File: src/rtl/ws2812b_pixel_feeder_if.sv
// Bus bundle for ws2812b_pixel_feeder: byte register write/read port plus
// the valid/ready pixel stream toward the WS2812B bit encoder.
interface ws2812b_pixel_feeder_if;
    logic        wr_en;
    logic [1:0]  wr_addr;
    logic [7:0]  wr_data;
    logic [1:0]  rd_addr;
    logic [7:0]  rd_data;
    logic [23:0] px_data;
    logic        px_valid;
    logic        px_latch;
    logic        px_ready;

    modport slave (
        input  wr_en,
        input  wr_addr,
        input  wr_data,
        input  rd_addr,
        output rd_data,
        output px_data,
        output px_valid,
        output px_latch,
        input  px_ready
    );

    modport master (
        output wr_en,
        output wr_addr,
        output wr_data,
        output rd_addr,
        input  rd_data,
        input  px_data,
        input  px_valid,
        input  px_latch,
        output px_ready
    );
endinterface

File: src/rtl/ws2812b_pixel_feeder.sv
// Assembles byte writes into GRB pixels, queues them and hands them to the encoder.
// Optional per-pixel repeat count enabled by defining WS2812B_FEEDER_REPEAT_EN.
//
// state | meaning
// PH_G  | next PIXEL write is the green byte
// PH_R  | next PIXEL write is the red byte
// PH_B  | next PIXEL write is blue; completes and pushes the pixel
module ws2812b_pixel_feeder #(
    parameter int FIFO_DEPTH = 4
) (
    input logic                    clk,
    input logic                    rst_n,
    ws2812b_pixel_feeder_if.slave  bus
);
    localparam int AW = $clog2(FIFO_DEPTH);
    localparam int CW = AW + 1;

    typedef enum logic [1:0] {
        PH_G = 2'd0,
        PH_R = 2'd1,
        PH_B = 2'd2
    } phase_t;

    phase_t         phase;
    logic [7:0]     g_byte;
    logic [7:0]     r_byte;
    logic           latch_armed;
    logic           ovf;

    logic [23:0]    fifo_data  [FIFO_DEPTH];
    logic           fifo_latch [FIFO_DEPTH];
    logic [AW-1:0]  wr_ptr;
    logic [AW-1:0]  rd_ptr;
    logic [CW-1:0]  count;

    logic           empty;
    logic           full;
    logic           pixel_wr;
    logic           ctrl_wr;
    logic           push_req;
    logic           push;
    logic           xfer;
    logic           pop;
    logic           last_copy;

`ifdef WS2812B_FEEDER_REPEAT_EN
    logic [7:0]     fifo_rep [FIFO_DEPTH];
    logic [7:0]     repeat_reg;
    logic [7:0]     copy_rem;
    logic           copy_loaded;
    logic [7:0]     eff_rem;
    logic           repeat_wr;
`endif

    assign empty    = (count == '0);
    assign full     = (count == CW'(FIFO_DEPTH));
    assign pixel_wr = bus.wr_en && (bus.wr_addr == 2'd0);
    assign ctrl_wr  = bus.wr_en && (bus.wr_addr == 2'd1);
    assign push_req = pixel_wr && (phase == PH_B);
    // A full FIFO rejects the push even if the head leaves this same cycle.
    assign push     = push_req && !full;
    assign xfer     = !empty && bus.px_ready;
    assign pop      = xfer && last_copy;

`ifdef WS2812B_FEEDER_REPEAT_EN
    assign repeat_wr = bus.wr_en && (bus.wr_addr == 2'd2);
    // Until the head has been transferred once, its remaining count comes straight from the entry.
    assign eff_rem   = copy_loaded ? copy_rem : fifo_rep[rd_ptr];
    assign last_copy = (eff_rem == 8'd0);
`else
    assign last_copy = 1'b1;
`endif

    assign bus.px_valid = !empty;
    assign bus.px_data  = empty ? 24'h000000 : fifo_data[rd_ptr];
    assign bus.px_latch = !empty && fifo_latch[rd_ptr] && last_copy;

    always_comb begin
        bus.rd_data = 8'h00;
        case (bus.rd_addr)
            2'd0: bus.rd_data = {2'b00, latch_armed, phase, ovf, full, empty};
            2'd1: bus.rd_data = 8'(count);
`ifdef WS2812B_FEEDER_REPEAT_EN
            2'd2: bus.rd_data = repeat_reg;
`endif
            default: bus.rd_data = 8'h00;
        endcase
    end

    always_ff @(posedge clk) begin
        if (push) begin
            fifo_data[wr_ptr]  <= {g_byte, r_byte, bus.wr_data};
            fifo_latch[wr_ptr] <= latch_armed;
`ifdef WS2812B_FEEDER_REPEAT_EN
            fifo_rep[wr_ptr]   <= repeat_reg;
`endif
        end
    end

    always_ff @(posedge clk) begin
        if (!rst_n) begin
            phase       <= PH_G;
            g_byte      <= 8'h00;
            r_byte      <= 8'h00;
            latch_armed <= 1'b0;
            ovf         <= 1'b0;
            wr_ptr      <= '0;
            rd_ptr      <= '0;
            count       <= '0;
`ifdef WS2812B_FEEDER_REPEAT_EN
            repeat_reg  <= 8'h00;
            copy_rem    <= 8'h00;
            copy_loaded <= 1'b0;
`endif
        end else begin
            if (pixel_wr) begin
                case (phase)
                    PH_G: begin
                        g_byte <= bus.wr_data;
                        phase  <= PH_R;
                    end
                    PH_R: begin
                        r_byte <= bus.wr_data;
                        phase  <= PH_B;
                    end
                    default: phase <= PH_G;
                endcase
            end

            // The latch flag is consumed by the pixel even when that pixel is dropped.
            if (push_req) begin
                latch_armed <= 1'b0;
                if (full) ovf <= 1'b1;
            end

            if (ctrl_wr) begin
                if (bus.wr_data[0]) latch_armed <= 1'b1;
                if (bus.wr_data[1]) begin
                    phase  <= PH_G;
                    g_byte <= 8'h00;
                    r_byte <= 8'h00;
                end
                if (bus.wr_data[7]) ovf <= 1'b0;
            end

            if (push) wr_ptr <= wr_ptr + AW'(1);
            if (pop)  rd_ptr <= rd_ptr + AW'(1);

            case ({push, pop})
                2'b10:   count <= count + CW'(1);
                2'b01:   count <= count - CW'(1);
                default: count <= count;
            endcase

`ifdef WS2812B_FEEDER_REPEAT_EN
            if (repeat_wr) repeat_reg <= bus.wr_data;

            if (xfer) begin
                if (last_copy) begin
                    copy_loaded <= 1'b0;
                    copy_rem    <= 8'h00;
                end else begin
                    copy_loaded <= 1'b1;
                    copy_rem    <= eff_rem - 8'd1;
                end
            end
`endif
        end
    end
endmodule

File: src/flat_wrapper.sv
// flat-port wrapper written by rule: the top's interface ports become plain ports
module ws2812b_pixel_feeder_flat 
#(
    parameter int FIFO_DEPTH = 4
)
  (clk, rst_n, bus_wr_en, bus_wr_addr, bus_wr_data, bus_rd_addr, bus_rd_data, bus_px_data, bus_px_valid, bus_px_latch, bus_px_ready);
  ws2812b_pixel_feeder_if bus_i ();
  input logic clk;
  input logic rst_n;
  input wire logic [$bits(bus_i.wr_en)-1:0] bus_wr_en;
  input wire logic [$bits(bus_i.wr_addr)-1:0] bus_wr_addr;
  input wire logic [$bits(bus_i.wr_data)-1:0] bus_wr_data;
  input wire logic [$bits(bus_i.rd_addr)-1:0] bus_rd_addr;
  output wire logic [$bits(bus_i.rd_data)-1:0] bus_rd_data;
  output wire logic [$bits(bus_i.px_data)-1:0] bus_px_data;
  output wire logic [$bits(bus_i.px_valid)-1:0] bus_px_valid;
  output wire logic [$bits(bus_i.px_latch)-1:0] bus_px_latch;
  input wire logic [$bits(bus_i.px_ready)-1:0] bus_px_ready;
  assign bus_i.wr_en = bus_wr_en;
  assign bus_i.wr_addr = bus_wr_addr;
  assign bus_i.wr_data = bus_wr_data;
  assign bus_i.rd_addr = bus_rd_addr;
  assign bus_rd_data = bus_i.rd_data;
  assign bus_px_data = bus_i.px_data;
  assign bus_px_valid = bus_i.px_valid;
  assign bus_px_latch = bus_i.px_latch;
  assign bus_i.px_ready = bus_px_ready;
  ws2812b_pixel_feeder #(.FIFO_DEPTH(FIFO_DEPTH)) u_core (.clk(clk), .rst_n(rst_n), .bus(bus_i));
endmodule
File: config.mk
export PLATFORM = sky130hd
export DESIGN_NAME = ws2812b_pixel_feeder_flat
export DESIGN_NICKNAME = d
export VERILOG_FILES = /design/src/rtl/ws2812b_pixel_feeder_if.sv /design/src/rtl/ws2812b_pixel_feeder.sv /design/src/flat_wrapper.sv
export SDC_FILE = /design/constraint.sdc
export NUM_CORES = 1
export LEC_CHECK = 0
export CORE_AREA = 2 2 117 119
export DETAILED_ROUTE_END_ITERATION = 10
export DIE_AREA = 0 0 119 121
export GPL_ROUTABILITY_DRIVEN = 0
export MAX_ROUTING_LAYER = met4
export SYNTH_ARGS = -nofsm -noshare
export SYNTH_HDL_FRONTEND = slang
export SYNTH_SLANG_ARGS = --single-unit
export TNS_END_PERCENT = 1
File: constraint.sdc
create_clock -name clk -period 2.47 [get_ports clk]
set_input_delay 0.6175 -clock clk [delete_from_list [all_inputs] [get_ports clk]]
set_output_delay 0.6175 -clock clk [all_outputs]
set_load 0.02 [all_outputs]
==> reports/summary.log, run 1 <==
[drt] M1 WL 4690 um
[sta] clock period minus final worst setup slack 2.50 ns
[sta] fraction of the cycle the final worst path needs 1.01
[logic_synthesis] most instantiated cells after synthesis 100 x edfxtp_1, 29 x dfxtp_1, 25 x mux4_2
[global_route] GRT Util Overall 0.163
[finish] Ant. Diodes 0
[clock_network] source-to-sink clock delay at the later pin of the worst-skew pair 0.40 ns
[finish] Final Instance Count excl. Fillers 599
[drt] routed via count 2962
[pwr] Final Power 4.99 mW
[sta] Tightest Pin Transition 0.559 ns
[pwr] power per cell area 747 nW/um^2
[drt] count of antenna-violating nets left after detailed routing 0
[finish] fraction of layout cells with a size suffix above 1 0.310
[worst_setup_path] path type of the worst setup path register to output port
[global_route] global-route wire length before repair 16900 um
[status] violated checks negative setup slack
[logic_synthesis] portion of synthesized cell area occupied by the leading cell type 0.584
[logic_synthesis] cells after synthesis 321
[sta] total count of max-transition violations in the final report 0
[global_route] largest net degree at the start of global routing 20
[drt] total wire length after detailed routing 10400 um
[drt] met2 routed WL 5220 um
[clock_network] clock tree buffer depth 2
[drt] Post-route DRC 0
[logic_synthesis] mean area per synthesized cell 16.0 um^2
[die] number of top-level pins 50
[logic_synthesis] sequential share of the synthesized area 0.697
[logic_synthesis] number of enable flip-flop cells after synthesis 100
[global_route] overall overflow remaining after global route 0
[logic_synthesis] combined area of all synthesized cells 5140 um^2
[drt] DR top layer met4
[pwr] Leakage 2.34 nW
[finish] final standard cell area without fillers 6680 um^2
[sta] Final TNS setup -0.0885 ns
[min_path] path type of the worst min-delay path register to register
[die] floorplan die height 121 um
[clock_network] CTS Root Cell clkbuf_16
[global_route] vias in the first global route 3114
[worst_setup_path] highest net fanout along the worst path 8
[placement] Port Buffers 47
[clock_network] clock tree from TritonCTS done
[sta] post-route setup slack -0.0274 ns
[finish] net count of the finished layout 432
[worst_setup_path] endpoint kind of the worst setup timing path output port
[placement] Placement Cell Area 6150 um^2
[drt] Starting DRT DRC Count 174
[placement] count of placed standard cells including taps 564
[sta] Clock Skew 0.00752 ns
[drt] drt via density 4.94
[clock_network] clock-pin slew of the registers on the worst-case setup and hold paths 0.05 ns
[pwr] worst IR drop on VDD 476 uV
[die] Placeable Area 13100 um^2
[sta] unrepaired setup endpoints after global routing true
[clock_network] number of H-tree branching levels 4
[global_route] antenna violations before repair 0
[run] number of max-capacitance violations reported 0
[logic_synthesis] largest cells by area after synthesis edfxtp_1 58%, dfxtp_1 11%, mux4_2 11%, nor2b_1 2.3%, a21oi_1 2.0%
[logic_synthesis] top flip-flop cell by instance count after synthesis edfxtp_1
[logic_synthesis] largest area contributor in the synthesized netlist edfxtp_1
[finish] area growth from synthesis to final layout 30.0%
[logic_synthesis] count of unique library cells instantiated by Yosys 38
[drt] drt wl/cell 17.4 um
[worst_setup_path] Worst Path Arrival 1.88 ns
[die] Cell Rows 42
[worst_setup_path] startpoint type of the worst setup path register
[die] die boundary width 119 um
[logic_synthesis] Yosys warning total 0
[logic_synthesis] #FFs+latches synth 129
[placement] minimum setup slack after placement -0.503 ns
[status] outcome finished with violations
[clock_network] CTS Sinks 129
[logic_synthesis] share of async-settable or async-resettable flops after synthesis 0
[worst_setup_path] data required time at the worst endpoint 1.85 ns
[sta] Fmax achieved 400 MHz
[sta] final hold violation count 0
[die] die outline area 14400 um^2
[clock_network] Num CTS Buffers 17
[drt] count of TritonRoute iterations in the first routing pass 7
[sta] # setup viols final 9
[placement] hpwl dp 7000 um
[drt] detailed-routed wire length on met3 396 um
[logic_synthesis] most frequently used cell type in the post-synthesis netlist edfxtp_1
[die] initial standard-cell utilization of the core 0.393
[sta] Slew HR 0.627
## report_power, final
group	switching (mW)	leakage, nW	internal [mW]	total, mW
Combinational	0.0648	0.947	0.0531	0.118
Sequential	0.00816	1.09	2.33	2.34
Clock	0.857	0.295	1.68	2.54
## timing repair
action | in CTS | in global routing
endpoints found under the setup margin | 33 | 11
pin swaps | 2 | 4
gates resized for setup | 106 | 14
buffers inserted | 0 | 3
hold buffers | 0 | 0
## area by class of cell
class                           count  area, um^2
Tap cell                          176         220
Fill cell                        1101        6400
Clock inverter                     11         161
Multi-Input combinational cell    164        1460
Clock buffer                       21         440
Timing Repair Buffer               88         781
Sequential cell                   129        3590
Inverter                           10        37.5
## layer usage
layer / vias up / global-route usage
met5: - / -
met4: 0 / 0.0595
met3: 10 / 0.0385
met2: 76 / 0.264
met1: 1487 / 0.202
li1: 1389 / -
## logic make-up (layout without fill, tap and decap cells)
logic type	after synthesis	in the layout	share of synthesized area
flops	129	129	0.697
simple gates	78	78	0.0896
compound gates	44	44	0.0453
mux	30	30	0.119
buf+inv	29	130	0.0251
fa+ha+maj	6	6	0.0161
xor+xnor	4	4	0.00682
other cells	1	2	0.000730
## per-stage QoR
step,hold slack [ns],util
after global routing,0.528,0.511
final,0.502,0.511
after floorplan,0.454,-
after CTS,0.506,0.509
after global placement,0.471,0.470
after detailed placement,0.494,0.470
## sequential cells by signal, indices dropped and copies added, names as in the netlist, named ones only
register / cells
u_core.latch_armed: 1
u_core.fifo_data: 96
u_core.ovf: 1
u_core.g_byte: 8
u_core.fifo_latch: 4
u_core.r_byte: 8
u_core.rd_ptr: 2
u_core.phase: 2
u_core.wr_ptr: 2
u_core.count: 3
## critical path: stages (launching register included)
cell and delay (ns):
dfxtp_4 0.38, buf_4 0.14, buf_12 0.14, mux4_2 0.50
and2b_1 0.16, buf_2 0.15
## placed cells by master, fill, tap and decap left out, drive strengths merged, types with 2 or more instances in the layout
cell type,netlist,final
edfxtp,100,100
buf,7,65
dfxtp,29,29
mux4,25,25
a21oi,21,21
clkbuf,12,21
nor2b,19,19
o21ai,18,18
nand3,16,16
clkdlybuf4s50,0,12
nor2,10,10
inv,9,10
nand2,9,9
and2b,7,7
dlygate4sd2,0,7
and2,6,6
clkinv,1,6
mux2i,5,5
ha,5,5
xor2,4,4
bufinv,0,4
dlymetal6s2s,0,3
nor3,3,3
nor3b,2,2
conb,1,2
## worst paths after layout
kind | startpoint | to | slack, ns | cells past startpoint
setup / recovery | register | bus_px_data[2] | -0.03 | 5
hold reg to reg | u_core.g_byte[1] | u_core.fifo_data[0][17] | 0.50 | 0
setup reg to reg | u_core.count[2] | u_core.count[2] | 0.27 | 10
hold / removal | u_core.g_byte[1] | u_core.fifo_data[0][17] | 0.50 | 0
Power figures use the tool's default switching activity.
==> inputs of run 2 (changes only) <==
- CTS_CLUSTER_SIZE: unset -> 28
==> results of run 2 <==
Final layout, timing and power as in run 1 (identical DEF).
